===== src/rtl/counter_bank_led.sv =====
// counter_bank_led
//   A shared prescaler drives CHANNELS independent BITS-wide counters. Each
//   counter's mode (hold/up/down/clear) comes from a pair of synchronised
//   switch inputs. Tick, per-channel wrap and switch parity are exported as
//   status for other bring-up logic.
//
// Ports
//   clk     in   1              board clock (post-BUFG), rising edge
//   rst_n   in   1              asynchronous active-low reset
//   sw      in   2*CHANNELS     raw switches; sw[2c+1:2c] = mode of channel c
//   led     out  CHANNELS*BITS  counter values; led[c*BITS +: BITS] = channel c
//   tick    out  1              one-cycle pulse on each prescaler wrap
//   wrap    out  CHANNELS       one-cycle pulse when a channel counter wraps
//   sw_par  out  1              registered XOR of the synchronised switches
//
// Timing: tick, the counter updates and wrap all happen on the same edge (the
// edge on which the prescaler rolls over from all-ones to zero). The mode used
// is the synchroniser output present in the cycle leading up to that edge, so
// led, tick and wrap are always mutually aligned.
module counter_bank_led #(
    parameter int CHANNELS    = 2,
    parameter int BITS        = 4,
    parameter int LOG2DELAY   = 22,
    parameter int SYNC_STAGES = 2
) (
    input  logic                     clk,
    input  logic                     rst_n,
    input  logic [2*CHANNELS-1:0]    sw,
    output logic [CHANNELS*BITS-1:0] led,
    output logic                     tick,
    output logic [CHANNELS-1:0]      wrap,
    output logic                     sw_par
);

    typedef enum logic [1:0] {
        MODE_HOLD  = 2'b00,
        MODE_UP    = 2'b01,
        MODE_DOWN  = 2'b10,
        MODE_CLEAR = 2'b11
    } mode_t;

    logic [LOG2DELAY-1:0]  presc_q;
    logic                  presc_roll;
    logic                  tick_q;
    logic [2*CHANNELS-1:0] sync_q [SYNC_STAGES];
    logic [2*CHANNELS-1:0] sw_synced;
    logic                  sw_par_q;
    logic [BITS-1:0]       cnt_q [CHANNELS];
    logic [BITS-1:0]       cnt_d [CHANNELS];
    logic [CHANNELS-1:0]   wrap_q;
    logic [CHANNELS-1:0]   wrap_d;

    // Free-running prescaler; never gated by any channel mode.
    assign presc_roll = (presc_q == '1);

    always_ff @(posedge clk or negedge rst_n) begin
        if (!rst_n) begin
            presc_q <= '0;
            tick_q  <= 1'b0;
        end else begin
            presc_q <= presc_q + 1'b1;
            tick_q  <= presc_roll;
        end
    end

    // Plain flop chain, no debounce.
    always_ff @(posedge clk or negedge rst_n) begin
        if (!rst_n) begin
            for (int unsigned s = 0; s < SYNC_STAGES; s++) begin
                sync_q[s] <= '0;
            end
            sw_par_q <= 1'b0;
        end else begin
            sync_q[0] <= sw;
            for (int unsigned s = 1; s < SYNC_STAGES; s++) begin
                sync_q[s] <= sync_q[s-1];
            end
            sw_par_q <= ^sync_q[SYNC_STAGES-1];
        end
    end

    assign sw_synced = sync_q[SYNC_STAGES-1];

    // Channel next-state: only acts on the prescaler roll-over edge.
    always_comb begin
        for (int unsigned c = 0; c < CHANNELS; c++) begin
            cnt_d[c]  = cnt_q[c];
            wrap_d[c] = 1'b0;
            if (presc_roll) begin
                case (mode_t'(sw_synced[2*c +: 2]))
                    MODE_HOLD: begin
                        cnt_d[c] = cnt_q[c];
                    end
                    MODE_UP: begin
                        cnt_d[c]  = cnt_q[c] + 1'b1;
                        wrap_d[c] = (cnt_q[c] == '1);
                    end
                    MODE_DOWN: begin
                        cnt_d[c]  = cnt_q[c] - 1'b1;
                        wrap_d[c] = (cnt_q[c] == '0);
                    end
                    MODE_CLEAR: begin
                        cnt_d[c] = '0;
                    end
                    default: begin
                        cnt_d[c] = cnt_q[c];
                    end
                endcase
            end
        end
    end

    always_ff @(posedge clk or negedge rst_n) begin
        if (!rst_n) begin
            for (int unsigned c = 0; c < CHANNELS; c++) begin
                cnt_q[c] <= '0;
            end
            wrap_q <= '0;
        end else begin
            for (int unsigned c = 0; c < CHANNELS; c++) begin
                cnt_q[c] <= cnt_d[c];
            end
            wrap_q <= wrap_d;
        end
    end

    always_comb begin
        led = '0;
        for (int unsigned c = 0; c < CHANNELS; c++) begin
            led[c*BITS +: BITS] = cnt_q[c];
        end
    end

    assign tick   = tick_q;
    assign wrap   = wrap_q;
    assign sw_par = sw_par_q;

endmodule


===== config.mk =====
export PLATFORM = sky130hd
export DESIGN_NAME = counter_bank_led
export DESIGN_NICKNAME = d
export VERILOG_FILES = /design/src/rtl/counter_bank_led.sv
export SDC_FILE = /design/constraint.sdc
export NUM_CORES = 1
export LEC_CHECK = 0
export CAP_MARGIN = 0
export CELL_PAD_IN_SITES_DETAIL_PLACEMENT = 1
export CELL_PAD_IN_SITES_GLOBAL_PLACEMENT = 1
export CORE_UTILIZATION = 54
export CTS_CLUSTER_SIZE = 40
export DETAILED_ROUTE_END_ITERATION = 8
export DONT_BUFFER_PORTS = 1
export GPL_ROUTABILITY_DRIVEN = 0
export GPL_TIMING_DRIVEN = 0
export PLACE_DENSITY_LB_ADDON = 0.1
export SYNTH_ARGS = -nofsm -noshare
export SYNTH_HDL_FRONTEND = slang
export SYNTH_SLANG_ARGS = --single-unit

===== constraint.sdc =====
create_clock -name clk -period 3.6 [get_ports clk]
set_input_delay 0.9 -clock clk [delete_from_list [all_inputs] [get_ports clk]]
set_output_delay 0.9 -clock clk [all_outputs]
set_load 0.02 [all_outputs]

* Word-level counts from Yosys, hierarchy flattened *
Index checks and enable logic that the tools add are counted.

storage, ports and cells
  bits in registers = 42
  latch bits = 0
  memory bits (writable) = 0
  ROM bits = 0
  input bits = 6
  output and inout bits = 12
  logic and storage cells = 37
  memories kept = 0

operators by class
  add/sub/neg operators = 5
  multipliers = 0
  divide/modulo/power cells = 0
  $lt $le $gt $ge = 0
  eq/ne operators = 9
  shifts and indexed selects = 0
  multiplexer cells = 6
  bitwise operators = 2
  reductions and logical operators = 7

operators with widths
  operator               count
  $pmux 4 s3             2
  $add 22x1->22 const B  1
  $eq 22x22->1 const B   1
  $add 4x1->4 const B    2
  $eq 2x2->1 const B     4
  $eq 4x4->1 const B     2
  $logic_not 4->1        2
  $sub 4x1->4 const B    2
  $eq 2x1->1 const B     2
  $logic_not 2->1        2
  $pmux 1 s2             2
  $reduce_and 2->1       2
  $reduce_xor 4->1       1
  $mux 1                 2
  $not 1->1              2

* Longest topological paths before layout *
Gate-level depths: netlist of the first run.

  depth after elaboration = 3
  mapped depth = 8
  mapped depth without buffers = 8

* Worst setup path before layout of the first run *
OpenSTA, ideal clock, no wires.

  kind = register to register
  from = register sync_q (netlist bit sw_synced[0])
  to = register cnt_q (netlist bit led[3])
  setup time = 0.131 ns
  arrival time = 1.603 ns
  data required time = 3.469 ns
  setup slack = 1.866 ns
  cell stages (with the launch flop) = 7
  buffers on the path = 0
  period minus slack after synthesis = 1.734 ns
  cells stage by stage = dfrtp_1 > inv_1 > ha_1 > or4b_2 > o211ai_1 > or3_1 > o211ai_1

between the ends
  word-level cells in the longest chain between the ends = 3
  elaborated cells on any way between the ends = 7
  those cells by class = eq/ne (3); mux (1); bitwise (1); reduce/logical (2)

RTL lines
  element                                             line  source
  from (decl)                                         45    logic [2*CHANNELS-1:0] sync_q [SYNC_STAGES];
  from (signal, indexed assignment)                   76    sync_q[s] <= sync_q[s-1];
  branches (longest 3 deep; another with $pmux 4 s3)  -
  to (signal, indexed assignment)                     121   cnt_q[c] <= cnt_d[c];
  to (decl)                                           48    logic [BITS-1:0] cnt_q [CHANNELS];

Several ways; the timed one is not identified.
A chain may end at the register's enable or synchronous reset.

* Worst setup path after layout of the first run *
Ends and elaborated chain as after synthesis.

==> results.md, run 1 <==
- VDD IR max: 0.0002973 V
- CP max FO: 6
- # H-tree levels: 2
- Antenna violations before repair: 0
- Vias per Instance: 5.950
- Syn avg cell area: 11.63 µm²
- Sequential-to-total area share from yosys stat: 49.38%
- Synth top area cells: dfrtp_1 49%, ha_1 7.6%, xnor2_1 7.0%
- Place WS: between 1500 and 2000 ps
- CP Launch Type: register
- Core Util, Final: 62.73%
- Clk root buf: clkbuf_8
- Storage cell area: 1051 µm²
- Inserted Diodes: 0
- LEAKAGE: 1.129 nW
- Yosys reg bits: 42
- Final Cycle Share: 53.70%
- Net Count, Synth: 202
- Top-area cell type share of the netlist area: about half
- Post-synth top area cell: dfrtp_1
- Final wirelength: 4.344 mm
- Setup-failing EPs final: 0
- Clock slew at reported path FFs: 80 ps
- Worst hold path type: in -> async
- Reg2reg setup slack: 1670 ps
- Syn. warnings: 0
- Crit path capture type: register
- CTS buffer count: 5
- Nets: ~210
- # IOs: 18
- Overall Global Routing Usage: approximately a quarter
- First-pass GRT wire length: 7.486 mm
- Post-synth design cell area: 2128 µm²
- Max clock buf depth: 2
- Routed vias: between 1000 and 1500
- Post-route DRC: 0
- Max cap viols: 0
- Synth unique cells: 39
- Setup Buffers After CTS: 0
- Die W: around 65 µm
- Area delta synth->final: 9.524%
- Initial core utilization: 57.27%
- Final WS setup: 1667 ps
- Number of synthesized flops with an enable pin: 0
- Filler instances: 390
- Critical path data required time: 3780 ps
- Fraction of layout cells with a size suffix above 1: 13.09%
- Outcome: finished, final reports clean
- Leading cell types by count after synthesis: 42 x dfrtp_1, 17 x xnor2_1, 14 x nand2_1, 13 x ha_1, 11 x inv_1
- Fin. Hold Viols: 0
- Pwr Density: 416.6 nW/µm²
- Multi-input logic area: 1016 µm²
- Cts hold-fix bufs: 0
- RSZ-0062 raised after global routing: no
- CP Class: reg -> reg
- CTS tree: built
- Total grt overflow: 0
- Top-count cell post-synth: dfrtp_1
- Die area: 4196 µm²
- Relative slew slack: between 60% and 70%
- Tmin final: just under 2000 ps
- Asr flop ratio synth: 100.0%
- IO Port Bufs: 0
- DR WL/cell: 18.18 µm
- DIE HEIGHT: 64.78 µm
- Post-Syn Instances: approximately 180
- Post-Layout Cell Count: around 240
- Routed Antenna Nets: 0
- Total clock sinks: 42
- Core area: roughly 3700 µm²
- Dpl cells: approximately 230
- Layout Skew: between 6 and 7 ps
- Pin count of the biggest net entering global routing: 43
- Vias in the first global route: 1551
- Fmax: a little over 500 MHz
- Cts repair resizes: 0
- Post-DP HPWL: about 3.1 mm
- Drt pass-1 iters: 4
- Worst-Margin Slew: around 530 ps
- Initial DRC Count: 109
- Pins Over Slew Limit: 0
- Clk Latency, worst-skew pair: 300 ps
- TNS Setup: 0 ps
- Synth Flop Type: dfrtp_1
- CP arrival: 2110 ps
- Cell Rows: 22
-- routing by layer --
metal	up-vias	global-route usage (%)	part of all wire [%]
li1	658	-	-
met2	25	42.45	53
met5	-	0	0
met3	11	6.866	3.4
met4	0	9.167	2.2
met1	728	28.03	41
-- area by class of cell --
cell class	instances	area share, %
buffer	3	0.8588
clock buffer	6	3.543
clock inverter	2	2.576
inverter	11	1.771
multi-input combinational	127	43.59
sequential	42	45.09
tap	48	2.576
-- worst paths after layout --
check / from / endpoint / cells after the start
setup / recovery: sw_synced[0]$_DFF_PN0_ / led[3]$_DFFE_PN0P_ / 6
min in group clk: sync_q[4]$_DFF_PN0_ / sw_synced[0]$_DFF_PN0_ / 0
max in group asynchronous: rst_n / presc_q[9]$_DFF_PN0_ / 0
hold / removal: rst_n / led[0]$_DFFE_PN0P_ / 0
hold reg to reg: sync_q[4]$_DFF_PN0_ / sw_synced[0]$_DFF_PN0_ / 0
setup reg to reg: sw_synced[0]$_DFF_PN0_ / led[3]$_DFFE_PN0P_ / 6
-- worst max-delay path, stage by stage (launching register included) --
cell      delay [ps]
dfrtp_1          410
inv_1            120
ha_1             320
or4b_2           630
o211ai_1         130
or3_1            130
o211ai_1          90
-- placed cells by master (no fill, tap or decap), drive strengths merged, types with 2 or more instances in the layout --
cell type	instances
inv	11
nand2b	3
xnor2	18
a21boi	3
o211ai	4
mux2i	2
o22ai	3
and3	3
ha	13
buf	2
clkbuf	7
nor4	3
bufinv	2
nand4	7
nand2	14
a31o	2
a21oi	2
a211oi	2
xor2	7
nor3	3
nand3	14
dfrtp	42
nor2	8
and2	3
and4	3
-- registers in the layout (all words and copies together) (netlist names) --
| register | count |
|---|---|
| wrap | 2 |
| sync_q | 4 |
| tick | 1 |
| led | 8 |
| sw_par | 1 |
| presc_q | 22 |
| sw_synced | 4 |
-- logic make-up after synthesis --
| family | synth area share [%] |
|---|---|
| AOI/OAI and AO/OA | 7.114 |
| xor gates and xnor gates | 10.64 |
| adders and majority gates | 7.643 |
| buffers and inverters | 2.880 |
| DFF | 49.38 |
| muxes | 0.9407 |
| and+or+nand+nor | 21.40 |
-- power by group --
group	switching [mW]	total, mW	internal, mW	leakage (nW)
logic	0.0162	0.0278	0.0115	0.506
clock network	0.162	0.458	0.296	0.0714
registers	0.00707	0.485	0.478	0.552
total	0.186	0.971	0.785	1.13
-- metrics by stage --
stage          total power [mW]  cell area [µm²]  hold slack, ps
2_1_floorplan            0.5134             2128           331.2
3_3_place_gp             0.5180             2188           331.8
3_5_place_dp             0.5214             2188           336.2
4_1_cts                  0.9820             2331           278.2
5_1_grt                   1.004             2331           266.3
6_report                 0.9710             2331           289.1
(Power assumes the default switching activity.)
==> run 2, diff against run 1 <==
- CORE_UTILIZATION: 54 -> 45
- clock period: 3.6 -> 1.6 ns (I/O delays scaled with it)
==> run 2 against run 1 <==
Net effect: the flow now finishes with violations (design-rule violations, negative setup slack); clock skew decreased by 4.5 ps; critical path depth up 1; cell area rose by 21%; critical endpoint is now led[7]$_DFFE_PN0P_; critical path type unchanged; register-to-register slack lost 1700 ps.
==> results.md, run 2 (same netlist as run 1, synthesis figures left out) <==
- Worst-Margin Slew: 522.8 ps
- GR Layer Usage met3: around 4.4%
- Pins Over Slew Limit: 0
- Drt pass-1 iters: 6
- RSZ-0062 raised after global routing: yes
- Most frequent cells in the layout: 33 x dfrtp_1, 31 x buf_4, 15 x xnor2_1
- Initial DRC Count: 84
- Layout Skew: 2.208 ps
- # H-tree levels: 2
- Crit path capture type: register
- Core area: between 4000 and 5000 µm²
- Die W: around 71 µm
- Cell Rows: 24
- Pin count of the biggest net entering global routing: 43
- Placed Area: 2212 µm²
- Post-route DRC: 6
- VDD IR max: 0.0004464 V
- CP Launch Type: register
- Failing checks: design-rule violations, negative setup slack
- Routed vias: ~1600
- Max clock buf depth: 2
- Post-DP HPWL: 2.896 mm
- Most common cell after layout, fill and taps aside: dfrtp_1
- Outcome: complete, but fails checks
- Met2 usage: 37.07%
- Design Power: 2.071 mW
- Clock slew at reported path FFs: ~80 ps
- CP arrival: 1830 ps
- DIE HEIGHT: 70.77 µm
- Gr busiest metal: met2
- Fmax: 601.8 MHz
- LEAKAGE: 1.343 nW
- Max reg flops: 22
- Dpl cells: 235
- Inserted Diodes: 0
- Place WS: -212.1 ps
- Pwr Density: about 730 nW/µm²
- DR WL/cell: 17.92 µm
- IO Port Bufs: 0
- Nets: 246
- Worst hold path type: in -> reg
- Overall Global Routing Usage: a little over 20%
- Largest Register: presc_q
- Area delta synth->final: 32.98%
- Met1 GRT Util: a little under a quarter
- First-pass GRT wire length: between 7 and 8 mm
- CP max FO: 4
- CTS tree: built
- Tmin final: 1662 ps
- CTS buffer count: 5
- Clk Latency, worst-skew pair: roughly 290 ps
- Final Cycle Share: 103.9%
- Final wirelength: 5.000 mm
- Initial core utilization: a little under half
- Final instance area: 2830 µm²
- Die area: around 5000 µm²
- Fin. Hold Viols: 0
- Total grt overflow: 0
- Max cap viols: 0
- Fraction of layout cells with a size suffix above 1: 43.61%
- Total clock sinks: 42
- Setup-failing EPs final: 4
- Antenna violations before repair: 0
- # IOs: 18
- Clk root buf: clkbuf_8
- Vias in the first global route: 1625
- CP Class: reg -> reg
- Vias per Instance: 5.556
- Final WS setup: -61.65 ps
- Post-Layout Cell Count: 279
- Core Util, Final: between 60% and 70%
- Relative slew slack: 64.65%
- Critical path data required time: 1770 ps
- Routed Antenna Nets: 0
## run 2: final timing paths
path | cells after the start | endpoint | slack [ps] | startpoint
max | 7 | led[7]$_DFFE_PN0P_ | -60 | sw_synced[2]$_DFF_PN0_
min | 0 | sync_q[4]$_DFF_PN0_ | 130 | sw[0]
max reg2reg | 7 | led[7]$_DFFE_PN0P_ | -60 | sw_synced[2]$_DFF_PN0_
min reg2reg | 0 | sw_synced[3]$_DFF_PN0_ | 350 | sync_q[7]$_DFF_PN0_
max in group asynchronous | 2 | sw_synced[1]$_DFF_PN0_ | 810 | rst_n
min in group asynchronous | 2 | led[4]$_DFFE_PN0P_ | 560 | rst_n
## run 2: critical path, stage by stage, from the launching register on
cell and delay (ps):
dfrtp_1 390, inv_2 80, ha_4 170, buf_6 110
a211o_1 260, a211oi_2 280, nand4b_1 150, o211ai_1 100
## run 2: report_power, final
part	switching, mW	internal (mW)	total (mW)
clock network	0.350	0.499	0.849
registers	0.0161	1.08	1.09
logic	0.0698	0.0598	0.130
## run 2: area by class of cell
cell class | count | area, µm²
fillers | 449 | 1614
multi-input cells | 127 | 1185
flip-flops and latches | 42 | 1062
repair buffers | 37 | 324.1
clock buffers | 6 | 82.58
well taps | 52 | 65.06
inverters | 11 | 41.29
plain buffers | 3 | 40.04
clock inverters | 1 | 30.03
## run 2: layer usage
layer | wire (µm) | share of wire [%] | up-vias
met5 | 0 | 0 | -
met3 | 146 | 2.9 | 10
li1 | - | - | 726
met1 | 2064 | 41 | 783
met2 | 2686 | 54 | 31
met4 | 102 | 2.0 | 0
## run 2: timing repair
action,CTS,global route
hold endpoints to repair,42,0
cloned,1,0
buffers inserted,18,16
endpoints found under the setup margin,15,18
gates resized for setup,32,20
hold buffers,2,0
pin swaps,9,17
## run 2: per-stage QoR
step	setup TNS, ps	hold slack [ps]
floorplan	-38.46	104.4
CTS	-154.9	122.8
global placement	-1638	105.5
finish	-172.6	132.1
global route	-688.4	108.3
detailed placement	-2171	105.5
==> run 3, diff against run 2 <==
==> constraint.sdc (replaced) <==
create_clock -name clk -period 1.6 [get_ports clk]
set_input_delay 0.48 -clock clk [delete_from_list [all_inputs] [get_ports clk]]
set_output_delay 0.48 -clock clk [all_outputs]
set_load 0.02 [all_outputs]
==> run 3 against run 2 <==
Net effect: the flow still finishes with violations (design-rule violations, negative setup slack); fmax decreased by 3.1%; non-clock buffer count unchanged; cell count unchanged; critical path type unchanged; register-to-register slack got worse by 50 ps; combinational power decreased by 5%; cell area decreased by 0.31%.
==> results.md, run 3 (same netlist as run 1, synthesis figures left out) <==
- Outcome: complete, but fails checks
- Failing checks: design-rule violations, negative setup slack
- Area delta synth->final: 32.57%
- Overall Global Routing Usage: 20.42%
- Final Cycle Share: 107.2%
- Total clock sinks: 42
- CP Launch Type: register
- CP Class: reg -> reg
- Clk Latency, worst-skew pair: ~290 ps
- # H-tree levels: 2
- CP arrival: 1930 ps
- First-pass GRT wire length: ~7.9 mm
- Final WS setup: -115.5 ps
- Pin count of the biggest net entering global routing: 43
- VDD IR max: 0.0004489 V
- Worst hold path type: in -> async
- IO Port Bufs: 0
- Vias per Instance: around 5.5
- Die W: 70.77 µm
- Placed Area: 2212 µm²
- Layout Skew: between 2 and 3 ps
- Max reg flops: 22
- Antenna violations before repair: 0
- CTS buffer count: 5
- Cell Rows: 24
- DIE HEIGHT: 70.77 µm
- Filler instances: 442
- # IOs: 18
- Final instance area: 2821 µm²
- Worst path top cell family by delay: flip-flops
- Crit path capture type: register
- DR WL/cell: 17.78 µm
- Reg2reg setup slack: -120 ps
- Max cap viols: 0
- Worst-Margin Slew: approximately 420 ps
- Fmax: 582.9 MHz
- Most frequent cells in the layout: 33 x dfrtp_1, 32 x buf_4, 15 x xnor2_1
- Critical path data required time: 1810 ps
- Pwr Density: 731.3 nW/µm²
- CP max FO: 4
- CP max stage delay: 430 ps
- Fin. Hold Viols: 0
- Initial DRC Count: 64
- Tmin final: 1715 ps
- R2r worst-path depth: 8
- Reg-to-Reg End: led[6]$_DFFE_PN0P_
- Largest Register: presc_q
- Worst-path cell chain: inv_2 > ha_4 > xor2_1 > ha_2 > a21oi_2 > xnor2_2 > o211a_1 > o22ai_2
- CP max-delay cell: dfrtp_1
- Routed Antenna Nets: 0
- Most common cell after layout, fill and taps aside: dfrtp_1
- Routed vias: 1538
- Place WS: -212.1 ps
- Nets: between 200 and 250
- CTS tree: built
- Core area: 4444 µm²
- Drt pass-1 iters: 6
- Reg-to-reg critical path startpoint: sw_synced[2]$_DFF_PN0_
- RSZ-0062 raised after global routing: yes
- Post-DP HPWL: 2.896 mm
- Hold_ws: about 31 ps
- Die area: 5008 µm²
- LEAKAGE: 1.347 nW
- Design Power: 2.063 mW
- Post-route DRC: 6
- Vias in the first global route: 1619
- Clock slew at reported path FFs: 70 ps
- Initial core utilization: a little under half
- Relative slew slack: 71.40%
- Inserted Diodes: 0
- Final wirelength: 4.962 mm
- Clk root buf: clkbuf_8
- Fraction of layout cells with a size suffix above 1: 44.05%
- Setup-failing EPs final: 4
- Pins Over Slew Limit: 0
- Max clock buf depth: 2
- Sum of buffers and inverters on the critical path: 1
- Total grt overflow: 0
-- run 3: cell count changes in the layout (fill, tap and decap cells not counted), sizes merged --
| cell | change |
|---|---|
| buf | +1 |
| dlygate4sd3 | -1 |
-- run 3: stage by stage --
| stage | TNS (ps) | cells | utilization [%] |
|---|---|---|---|
| 3_5_place_dp | -2171 | 235 | 49.77 |
| 2_1_floorplan | -38.46 | 183 | - |
| 6_report | -193.7 | 279 | 63.49 |
| 4_1_cts | -154.9 | 262 | 58.95 |
| 3_3_place_gp | -1638 | 235 | 49.77 |
| 5_1_grt | -670.2 | 279 | 63.49 |
-- run 3: metal layers --
layer	track usage (%)	share of wire [%]	wire, µm
met1	23.61	42	2098
met2	37.07	53	2644
met3	4.416	2.7	134
met4	7.556	1.7	84
met5	0	0	0
-- run 3: power by group --
group	internal, mW	switching (mW)	leakage, nW
combinational	0.0564	0.0669	0.752
sequential	1.08	0.0167	0.538
clock	0.499	0.348	0.0573
total	1.63	0.432	1.35
-- run 3: cell type report --
cell class	count	area, µm²	share of cell area (%)
Tap cell	52	65.06	2.306
Inverter	11	41.29	1.463
Clock inverter	1	30.03	1.064
Multi-Input combinational cell	127	1179	41.77
Timing Repair Buffer	37	321.6	11.40
Sequential cell	42	1062	37.65
Buffer	3	40.04	1.419
Clock buffer	6	82.58	2.927
-- run 3: how the worst max path moves through the flow --
stage                     depth (start not counted)                     to  slack, ps                   start
after global placement                            6  presc_q[20]$_DFF_PN0_       -170    presc_q[0]$_DFF_PN0_
after CTS                                         7     led[2]$_DFFE_PN0P_        -50  sw_synced[1]$_DFF_PN0_
after detailed placement                          6  presc_q[20]$_DFF_PN0_       -210    presc_q[0]$_DFF_PN0_
after global routing                              8     led[6]$_DFFE_PN0P_       -180  sw_synced[2]$_DFF_PN0_
after floorplan                                   5     led[3]$_DFFE_PN0P_        -40      led[1]$_DFFE_PN0P_
final                                             8     led[6]$_DFFE_PN0P_       -120  sw_synced[2]$_DFF_PN0_
-- run 3: timing repair --
action / in CTS / in global routing
cloned: 1 / 0
hold endpoints to repair: 42 / 0
gates resized for setup: 32 / 19
pin swaps: 9 / 14
hold buffers: 1 / 0
buffers inserted: 18 / 17
setup endpoints to repair: 15 / 18
